$ cat config.mk
export PLATFORM = sky130hd
export DESIGN_NAME = sequenciador_entrada_flat
export DESIGN_NICKNAME = d
export VERILOG_FILES = /design/src/rtl/sequenciador_entrada_if.sv /design/src/rtl/sequenciador_entrada.sv /design/src/flat_wrapper.sv
export SDC_FILE = /design/constraint.sdc
export NUM_CORES = 1
export LEC_CHECK = 0
export CAP_MARGIN = 20
export CORE_UTILIZATION = 43
export CTS_CLUSTER_SIZE = 28
export DETAILED_ROUTE_END_ITERATION = 8
export PLACE_DENSITY = 0.83
export SLEW_MARGIN = 15
export SYNTH_ARGS = -nofsm -noshare
export SYNTH_HDL_FRONTEND = slang
export SYNTH_SLANG_ARGS = --single-unit
$ cat constraint.sdc
create_clock -name i_clk -period 2 [get_ports i_clk]
set_clock_uncertainty 0.15 [all_clocks]
set_input_delay 0.5 -clock i_clk [delete_from_list [all_inputs] [get_ports i_clk]]
set_output_delay 0.5 -clock i_clk [all_outputs]
set_load 0.01 [all_outputs]
$ cat src/rtl/sequenciador_entrada_if.sv
// Entry-sequencer request channel: operands and op code offered under valid/ready,
// completion returned as a one-cycle done pulse with result and error flag.
interface sequenciador_entrada_if;
    logic       op_valid;
    logic       op_ready;
    logic       op_done;
    logic       op_erro;
    logic [7:0] resultado_in;
    logic [7:0] operando_a;
    logic [7:0] operando_b;
    logic [2:0] codigo_op;

    modport master (
        output op_valid, operando_a, operando_b, codigo_op,
        input  op_ready, op_done, op_erro, resultado_in
    );

    modport slave (
        input  op_valid, operando_a, operando_b, codigo_op,
        output op_ready, op_done, op_erro, resultado_in
    );
endinterface

$ cat src/rtl/sequenciador_entrada.sv
// Debounced key entry sequencer: captures A, B and op code on successive presses,
// issues the request over valid/ready and waits (with timeout) for completion.
module sequenciador_entrada #(
    parameter int unsigned DEBOUNCE_CYCLES = 16,
    parameter int unsigned TIMEOUT_CYCLES  = 255
) (
    input  logic                          i_clk,
    input  logic                          i_rst,
    input  logic                          i_key_n,
    input  logic [7:0]                    i_sw_valor,
    sequenciador_entrada_if.master        op_if,
    output logic [7:0]                    o_resultado,
    output logic [1:0]                    o_estado,
    output logic                          o_ocupado,
    output logic                          o_erro
);

    localparam int unsigned DbW = $clog2(DEBOUNCE_CYCLES + 1);
    localparam int unsigned ToW = $clog2(TIMEOUT_CYCLES + 1);
    localparam logic [DbW-1:0] DbMax = DbW'(DEBOUNCE_CYCLES - 1);
    localparam logic [ToW-1:0] ToMax = ToW'(TIMEOUT_CYCLES - 1);

    typedef enum logic [2:0] {
        StEsperaA,
        StEsperaB,
        StEsperaOp,
        StEmite,
        StAguarda
    } state_e;

    logic [1:0]     r_sync;
    logic           r_db;
    logic           r_db_prev;
    logic [DbW-1:0] r_db_cnt;
    logic           w_press;

    state_e         r_state, w_state_next;
    logic [7:0]     r_op_a, w_op_a_next;
    logic [7:0]     r_op_b, w_op_b_next;
    logic [2:0]     r_code, w_code_next;
    logic [7:0]     r_resultado, w_resultado_next;
    logic           r_erro, w_erro_next;
    logic [ToW-1:0] r_to_cnt, w_to_cnt_next;

    // Key synchronizer and debouncer; the raw key is asynchronous to i_clk.
    always_ff @(posedge i_clk) begin
        if (i_rst) begin
            r_sync    <= 2'b11;
            r_db      <= 1'b1;
            r_db_prev <= 1'b1;
            r_db_cnt  <= '0;
        end else begin
            r_sync    <= {r_sync[0], i_key_n};
            r_db_prev <= r_db;
            if (r_sync[1] == r_db) begin
                r_db_cnt <= '0;
            end else if (r_db_cnt == DbMax) begin
                r_db     <= r_sync[1];
                r_db_cnt <= '0;
            end else begin
                r_db_cnt <= r_db_cnt + 1'b1;
            end
        end
    end

    assign w_press = r_db_prev & ~r_db;

    always_ff @(posedge i_clk) begin
        if (i_rst) begin
            r_state     <= StEsperaA;
            r_op_a      <= '0;
            r_op_b      <= '0;
            r_code      <= '0;
            r_resultado <= '0;
            r_erro      <= 1'b0;
            r_to_cnt    <= '0;
        end else begin
            r_state     <= w_state_next;
            r_op_a      <= w_op_a_next;
            r_op_b      <= w_op_b_next;
            r_code      <= w_code_next;
            r_resultado <= w_resultado_next;
            r_erro      <= w_erro_next;
            r_to_cnt    <= w_to_cnt_next;
        end
    end

    always_comb begin
        w_state_next     = r_state;
        w_op_a_next      = r_op_a;
        w_op_b_next      = r_op_b;
        w_code_next      = r_code;
        w_resultado_next = r_resultado;
        w_erro_next      = r_erro;
        w_to_cnt_next    = r_to_cnt;
        case (r_state)
            StEsperaA: begin
                if (w_press) begin
                    w_op_a_next  = i_sw_valor;
                    w_erro_next  = 1'b0;
                    w_state_next = StEsperaB;
                end
            end
            StEsperaB: begin
                if (w_press) begin
                    w_op_b_next  = i_sw_valor;
                    w_state_next = StEsperaOp;
                end
            end
            StEsperaOp: begin
                // Out-of-range codes flag an error but keep waiting for a valid one.
                if (w_press) begin
                    if (i_sw_valor[7:3] == 5'd0) begin
                        w_code_next  = i_sw_valor[2:0];
                        w_state_next = StEmite;
                    end else begin
                        w_erro_next = 1'b1;
                    end
                end
            end
            StEmite: begin
                if (op_if.op_ready) begin
                    w_to_cnt_next = '0;
                    w_state_next  = StAguarda;
                end
            end
            StAguarda: begin
                // A done pulse on the last count still wins over the timeout.
                if (op_if.op_done) begin
                    w_resultado_next = op_if.resultado_in;
                    w_erro_next      = op_if.op_erro;
                    w_state_next     = StEsperaA;
                end else if (r_to_cnt == ToMax) begin
                    w_erro_next  = 1'b1;
                    w_state_next = StEsperaA;
                end else begin
                    w_to_cnt_next = r_to_cnt + 1'b1;
                end
            end
            default: w_state_next = StEsperaA;
        endcase
    end

    always_comb begin
        o_estado = 2'b11;
        case (r_state)
            StEsperaA:  o_estado = 2'b00;
            StEsperaB:  o_estado = 2'b01;
            StEsperaOp: o_estado = 2'b10;
            default:    o_estado = 2'b11;
        endcase
    end

    assign op_if.op_valid   = (r_state == StEmite);
    assign op_if.operando_a = r_op_a;
    assign op_if.operando_b = r_op_b;
    assign op_if.codigo_op  = r_code;
    assign o_resultado      = r_resultado;
    assign o_ocupado        = (r_state == StEmite) || (r_state == StAguarda);
    assign o_erro           = r_erro;

endmodule
$ cat src/flat_wrapper.sv
// flat-port wrapper written by rule: the top's interface ports become plain ports
module sequenciador_entrada_flat 
#(
    parameter int unsigned DEBOUNCE_CYCLES = 16,
    parameter int unsigned TIMEOUT_CYCLES  = 255
)
  (i_clk, i_rst, i_key_n, i_sw_valor, o_resultado, o_estado, o_ocupado, o_erro, op_if_op_valid, op_if_operando_a, op_if_operando_b, op_if_codigo_op, op_if_op_ready, op_if_op_done, op_if_op_erro, op_if_resultado_in);
  sequenciador_entrada_if op_if_i ();
  input  logic i_clk;
  input  logic i_rst;
  input  logic i_key_n;
  input  logic [7:0] i_sw_valor;
  output logic [7:0] o_resultado;
  output logic [1:0] o_estado;
  output logic o_ocupado;
  output logic o_erro;
  output wire logic [$bits(op_if_i.op_valid)-1:0] op_if_op_valid;
  output wire logic [$bits(op_if_i.operando_a)-1:0] op_if_operando_a;
  output wire logic [$bits(op_if_i.operando_b)-1:0] op_if_operando_b;
  output wire logic [$bits(op_if_i.codigo_op)-1:0] op_if_codigo_op;
  input wire logic [$bits(op_if_i.op_ready)-1:0] op_if_op_ready;
  input wire logic [$bits(op_if_i.op_done)-1:0] op_if_op_done;
  input wire logic [$bits(op_if_i.op_erro)-1:0] op_if_op_erro;
  input wire logic [$bits(op_if_i.resultado_in)-1:0] op_if_resultado_in;
  assign op_if_op_valid = op_if_i.op_valid;
  assign op_if_operando_a = op_if_i.operando_a;
  assign op_if_operando_b = op_if_i.operando_b;
  assign op_if_codigo_op = op_if_i.codigo_op;
  assign op_if_i.op_ready = op_if_op_ready;
  assign op_if_i.op_done = op_if_op_done;
  assign op_if_i.op_erro = op_if_op_erro;
  assign op_if_i.resultado_in = op_if_resultado_in;
  sequenciador_entrada #(.DEBOUNCE_CYCLES(DEBOUNCE_CYCLES), .TIMEOUT_CYCLES(TIMEOUT_CYCLES)) u_core (.i_clk(i_clk), .i_rst(i_rst), .i_key_n(i_key_n), .i_sw_valor(i_sw_valor), .op_if(op_if_i), .o_resultado(o_resultado), .o_estado(o_estado), .o_ocupado(o_ocupado), .o_erro(o_erro));
endmodule
### Word-level counts from Yosys, hierarchy flattened

Index checks and enable logic that the tools add are counted.

| word-level totals | value |
|---|---|
| register bits | 48 |
| input bits | 22 |

| operators by class | value |
|---|---|
| add/sub/neg operators | 2 |
| equal/unequal tests | 16 |
| mux-type cells | 19 |
| bitwise logic cells | 3 |
| reductions and logical operators | 14 |

Operator list:

| operator | count |
|---|---|
| 8-bit two-way mux | 3 |
| 3-bit two-way mux | 7 |
| 8-bit one-hot mux with 2 select lines | 1 |
| 3-bit one-hot mux with 5 select lines | 1 |
| 2-bit by 1-bit != test with 1-bit output (second input constant) | 5 |
| 8-bit by 1-bit adder with 8-bit output (second input constant) | 1 |
| 8-bit equality test (second input constant) | 1 |
| 2-bit AND reduction | 4 |
| 3-bit by 2-bit equality test with 1-bit output (second input constant) | 2 |
| 2-bit != test (second input constant) | 3 |
| 2-bit one-hot mux with 3 select lines | 1 |
| 6-bit AND reduction | 1 |
| 5-bit by 1-bit adder with 5-bit output (second input constant) | 1 |
| 5-bit by 4-bit equality test with 1-bit output (second input constant) | 1 |
| 5-bit zero test | 1 |
| 1-bit two-way mux | 5 |
| 5-bit AND reduction | 1 |
| 4-bit AND reduction | 1 |
| 3-bit by 1-bit equality test with 1-bit output (second input constant) | 1 |
| 3-bit equality test (second input constant) | 1 |
| 3-bit zero test | 1 |
| 3-bit by 2-bit != test with 1-bit output (second input constant) | 1 |
| 1-bit one-hot mux with 3 select lines | 1 |
| 3-bit AND reduction | 1 |
| 7 further kinds | 8 |

### Logic depth before layout (Yosys ltp)

| depth | value |
|---|---|
| word-level depth | 4 |
| mapped depth | 6 |
| depth with buffers taken out | 6 |

### Worst setup path after synthesis

OpenSTA, ideal clock, no wires.

| timing | value |
|---|---|
| path type | input -> register |
| start point | input i_sw_valor[3] |
| end point | register u_core.r_code[2] (netlist: u_core.op_if.codigo_op[2]) |
| setup time | 0.128 ns |
| data arrival time | 1.812 ns |
| required time | 1.722 ns |
| slack | -0.089 ns |
| cell stages on the path | 5 |
| buffers on the path | 1 |
| cell sequence | or4_4 -> or4_1 -> buf_2 -> mux2i_1 -> nor2_1 |

| between the ends | value |
|---|---|
| cells in the longest elaborated chain, start to end | 2 |

RTL lines:

| item | line | source |
|---|---|---|
| start, declared | flat_wrapper.sv:12 | `input logic [7:0] i_sw_valor;` |
| 5-bit zero test | sequenciador_entrada.sv:113 | `if (i_sw_valor[7:3] == 5'd0) begin` |
| 3-bit AND reduction (no line) | -- |  |
| end signal, assigned | sequenciador_entrada.sv:81 | `r_code <= w_code_next;` |
| end, declared | sequenciador_entrada.sv:40 | `logic [2:0] r_code, w_code_next;` |

Every way passes these cells.
A chain may end at the register's enable or synchronous reset.

### Worst setup path in the final report

| timing | value |
|---|---|
| start point | register u_core.r_to_cnt[4] |
| end point | register u_core.r_erro (netlist: u_core.o_erro) |

| between the ends | value |
|---|---|
| cells in the longest elaborated chain, start to end | 3 |

RTL lines:

| item | line | source |
|---|---|---|
| start, declared | sequenciador_entrada.sv:43 | `logic [ToW-1:0] r_to_cnt, w_to_cnt_next;` |
| start signal, assigned | sequenciador_entrada.sv:84 | `r_to_cnt <= w_to_cnt_next;` |
| 8-bit equality test | sequenciador_entrada.sv:133 | `end else if (r_to_cnt == ToMax) begin` |
| 3-bit by 2-bit != test with 1-bit output (no line) | -- |  |
| 5-bit AND reduction (no line) | -- |  |
| end signal, assigned | sequenciador_entrada.sv:83 | `r_erro <= w_erro_next;` |
| end, declared | sequenciador_entrada.sv:42 | `logic r_erro, w_erro_next;` |

Every way passes these cells.

==> flow_metrics.tcl <==
set metrics [dict create \
    swShare 0.197 \
    grt_pass1_wl_um 8510 \
    fin_util 0.656 \
    endpoint_kind "flip-flop" \
    yosysSeqAreaShare 0.473 \
    synth_flop_cell "dfxtp_1" \
    hold_class "flip-flop to flip-flop" \
    cts_tree "yes" \
    numCtsBuffers 5 \
    start_util 0.457 \
    period_share 0.973 \
    antenna_found_initial 0 \
    status "complete, but fails checks" \
    first_pass_iters 6 \
    grt_pass1_vias 1953 \
    whs_ps 261 \
    synth_area_leaders "dfxtp_1 (47%), mux2i_1 (9.9%), nor2_1 (5.4%)" \
    synth_fa_ha_area_frac 0.0247 \
    synth_top_family_by_area "simple AND/OR/NAND/NOR gates" \
    die_h_um 70.7 \
    grt_usage 0.212 \
    avgSynthCellArea_um2 9.02 \
    area_growth_pct 43.7 \
    wl_um 5000 \
    num_vias 1909 \
    core_area_um2 4440 \
    fin_setup_tns_ps 0 \
    cp-start-kind "flip-flop" \
    p_seq_frac 0.562 \
    holdBufCountCts 0 \
    dp_slack_ps -612 \
    drive_above_1_share 0.182 \
    clk_latency_ps 290 \
    crit_fanout 6 \
    worst_pin_slew_ps 475 \
    portBuffers 53 \
    maxSlewViolCount 0 \
    synthesis.area_um2 2030 \
    synth_xor_area_frac 0.0129 \
    worst-setup-path-type "flip-flop to flip-flop" \
    ant_nets 0 \
    clkSinkCount 48 \
    clockPowerShare 0.388 \
    synthMuxAreaShare 0.0986 \
    fin_cells 354 \
    synth-compound-area-share 0.113 \
    dp.cells 347 \
    overflow 0 \
    fp-row-count 24 \
    setup_viol 0 \
    finalNetCount 329 \
    io_pins 54 \
    synth_edf_count 0 \
    grt_max_degree 32 \
    yosysUniqueCellTypes 41 \
    netlist_instances 225 \
    leakagePower_uw 0.00122 \
    viasPerCell 5.39 \
    layout_setup_ws_ps 54.4 \
    max_freq_mhz 514 \
    power.density_nw_per_um2 583 \
    place_congestion 0.864 \
    diodes 0 \
    p_int_uw 1370 \
    period_minus_slack_ps 1950 \
    final_common_cell "dfxtp_1" \
    die-area_um2 5000 \
    drv_cap 0 \
    synth-simple-area-share 0.246 \
    failed_checks "design-rule violations" \
    ys_async_sr_fraction 0 \
    seqCellArea_um2 966 \
    hold_violations 0 \
    drt_iter0_markers 190 \
    wl_per_cell_um 14.1 \
    multi_input_area_um2 1020 \
    netSwitchingPower_uw 335 \
    slew_headroom 0.682 \
    cp.required_ps 2080 \
    clk_path_buf_depth 2 \
    post-dp-hpwl_um 3610 \
    die_w_um 70.7 \
    cts_root_buf "clkbuf_8" \
    ir_worst_vdd_mv 0.628 \
    syn_nets 251 \
    netlist.area_leader.share 0.473 \
    cp.arrival_ps 2020 \
    fill_cells 373 \
    final_cell_mix "dfxtp_1 (46), clkdlybuf4s50_1 (44), buf_4 (30), nor2_1 (29), nand2_1 (28)" \
    combPwrFrac 0.050 \
    path_clk_slew_ps 80 \
    yosysWarnings 0 \
    yosysTopAreaCell "dfxtp_1" \
    drc_errors 4 \
    rsz0062_at_grt "no" \
    ys_ff_latch 48 \
    htree_levels 2 \
]
sequential cells by signal, summed over array words and instances, names as in the netlist:
signal / count
u_core.o_erro: 1
u_core.op_if.operando_b: 8
u_core.op_if.codigo_op: 3
u_core.o_resultado: 8
u_core.r_sync: 2
u_core.r_db_prev: 1
u_core.op_if.operando_a: 8
u_core.r_db: 1
u_core.r_to_cnt: 8
u_core.r_state: 3
u_core.r_db_cnt: 5
cell families (layout without fill, tap and decap cells):
group	after synthesis	after routing
muxes	20	20
xor gates and xnor gates	3	3
DFF	48	48
buffers and inverters	16	93
adders and majority gates	4	4
AOI/OAI and AO/OA	35	35
and+or+nand+nor	99	99
synthesized netlist by cell type, drive strengths merged (6+ instances only):
| master | instances |
|---|---|
| clkbuf | 11 |
| nor2 | 29 |
| nand2 | 28 |
| dfxtp | 48 |
| mux2i | 20 |
| a21oi | 12 |
| nand3 | 9 |
| or2 | 6 |
path summary, 6_finish.rpt:
path	startpoint	endpoint	slack, ps	depth (start not counted)
worst max-delay path	u_core.r_to_cnt[4]	u_core.o_erro	50	4
worst min-delay path	u_core.r_sync[0]	u_core.r_sync[1]	260	1
worst max register to register	u_core.r_to_cnt[4]	u_core.o_erro	50	4
worst min register to register	u_core.r_sync[0]	u_core.r_sync[1]	260	1
through the flow:
step,total power [µW],cell area [µm²]
after floorplan,1000,2030
after global placement,1070,2810
after detailed placement,1070,2810
after CTS,1720,2930
after global routing,1760,2920
final,1700,2920
final cells by class:
cell class	count	share of cell area
clock buffers	5	0.0236
clock inverters	1	0.0103
well taps	52	0.0223
repair buffers	84	0.258
multi-input cells	161	0.351
inverters	3	0.00386
flip-flops and latches	48	0.331
layer usage:
layer | share of wire | wire [µm] | GRT usage
met5 | 0 | 0 | 0
met4 | 0.011 | 57 | 0.0422
met3 | 0.072 | 358 | 0.0698
met2 | 0.50 | 2510 | 0.399
met1 | 0.41 | 2060 | 0.232
repair_timing:
| item | CTS | global route |
|---|---|---|
| pin swaps | 2 | 4 |
| hold endpoints to repair | 0 | 0 |
| resized for setup | 19 | 10 |
| setup buffers | 0 | 1 |
| setup endpoints to repair | 11 | 6 |
worst max-delay path, cell delays in order, from the launching register on:
cell,delay [ps]
dfxtp_1,450
nand3_1,210
o21a_1,310
a2111oi_1,510
mux2i_1,250
power by group through the flow:
stage / logic, µW / registers (µW) / clock network [µW]
5_1_grt: 92.4 / 957 / 712
3_5_place_dp: 88.3 / 981 / 0
2_1_floorplan: 19.4 / 981 / 0
6_report: 85.0 / 957 / 659
4_1_cts: 86.4 / 957 / 674
3_3_place_gp: 86.5 / 981 / 0
No activity file was read; power rests on OpenSTA's default activity.
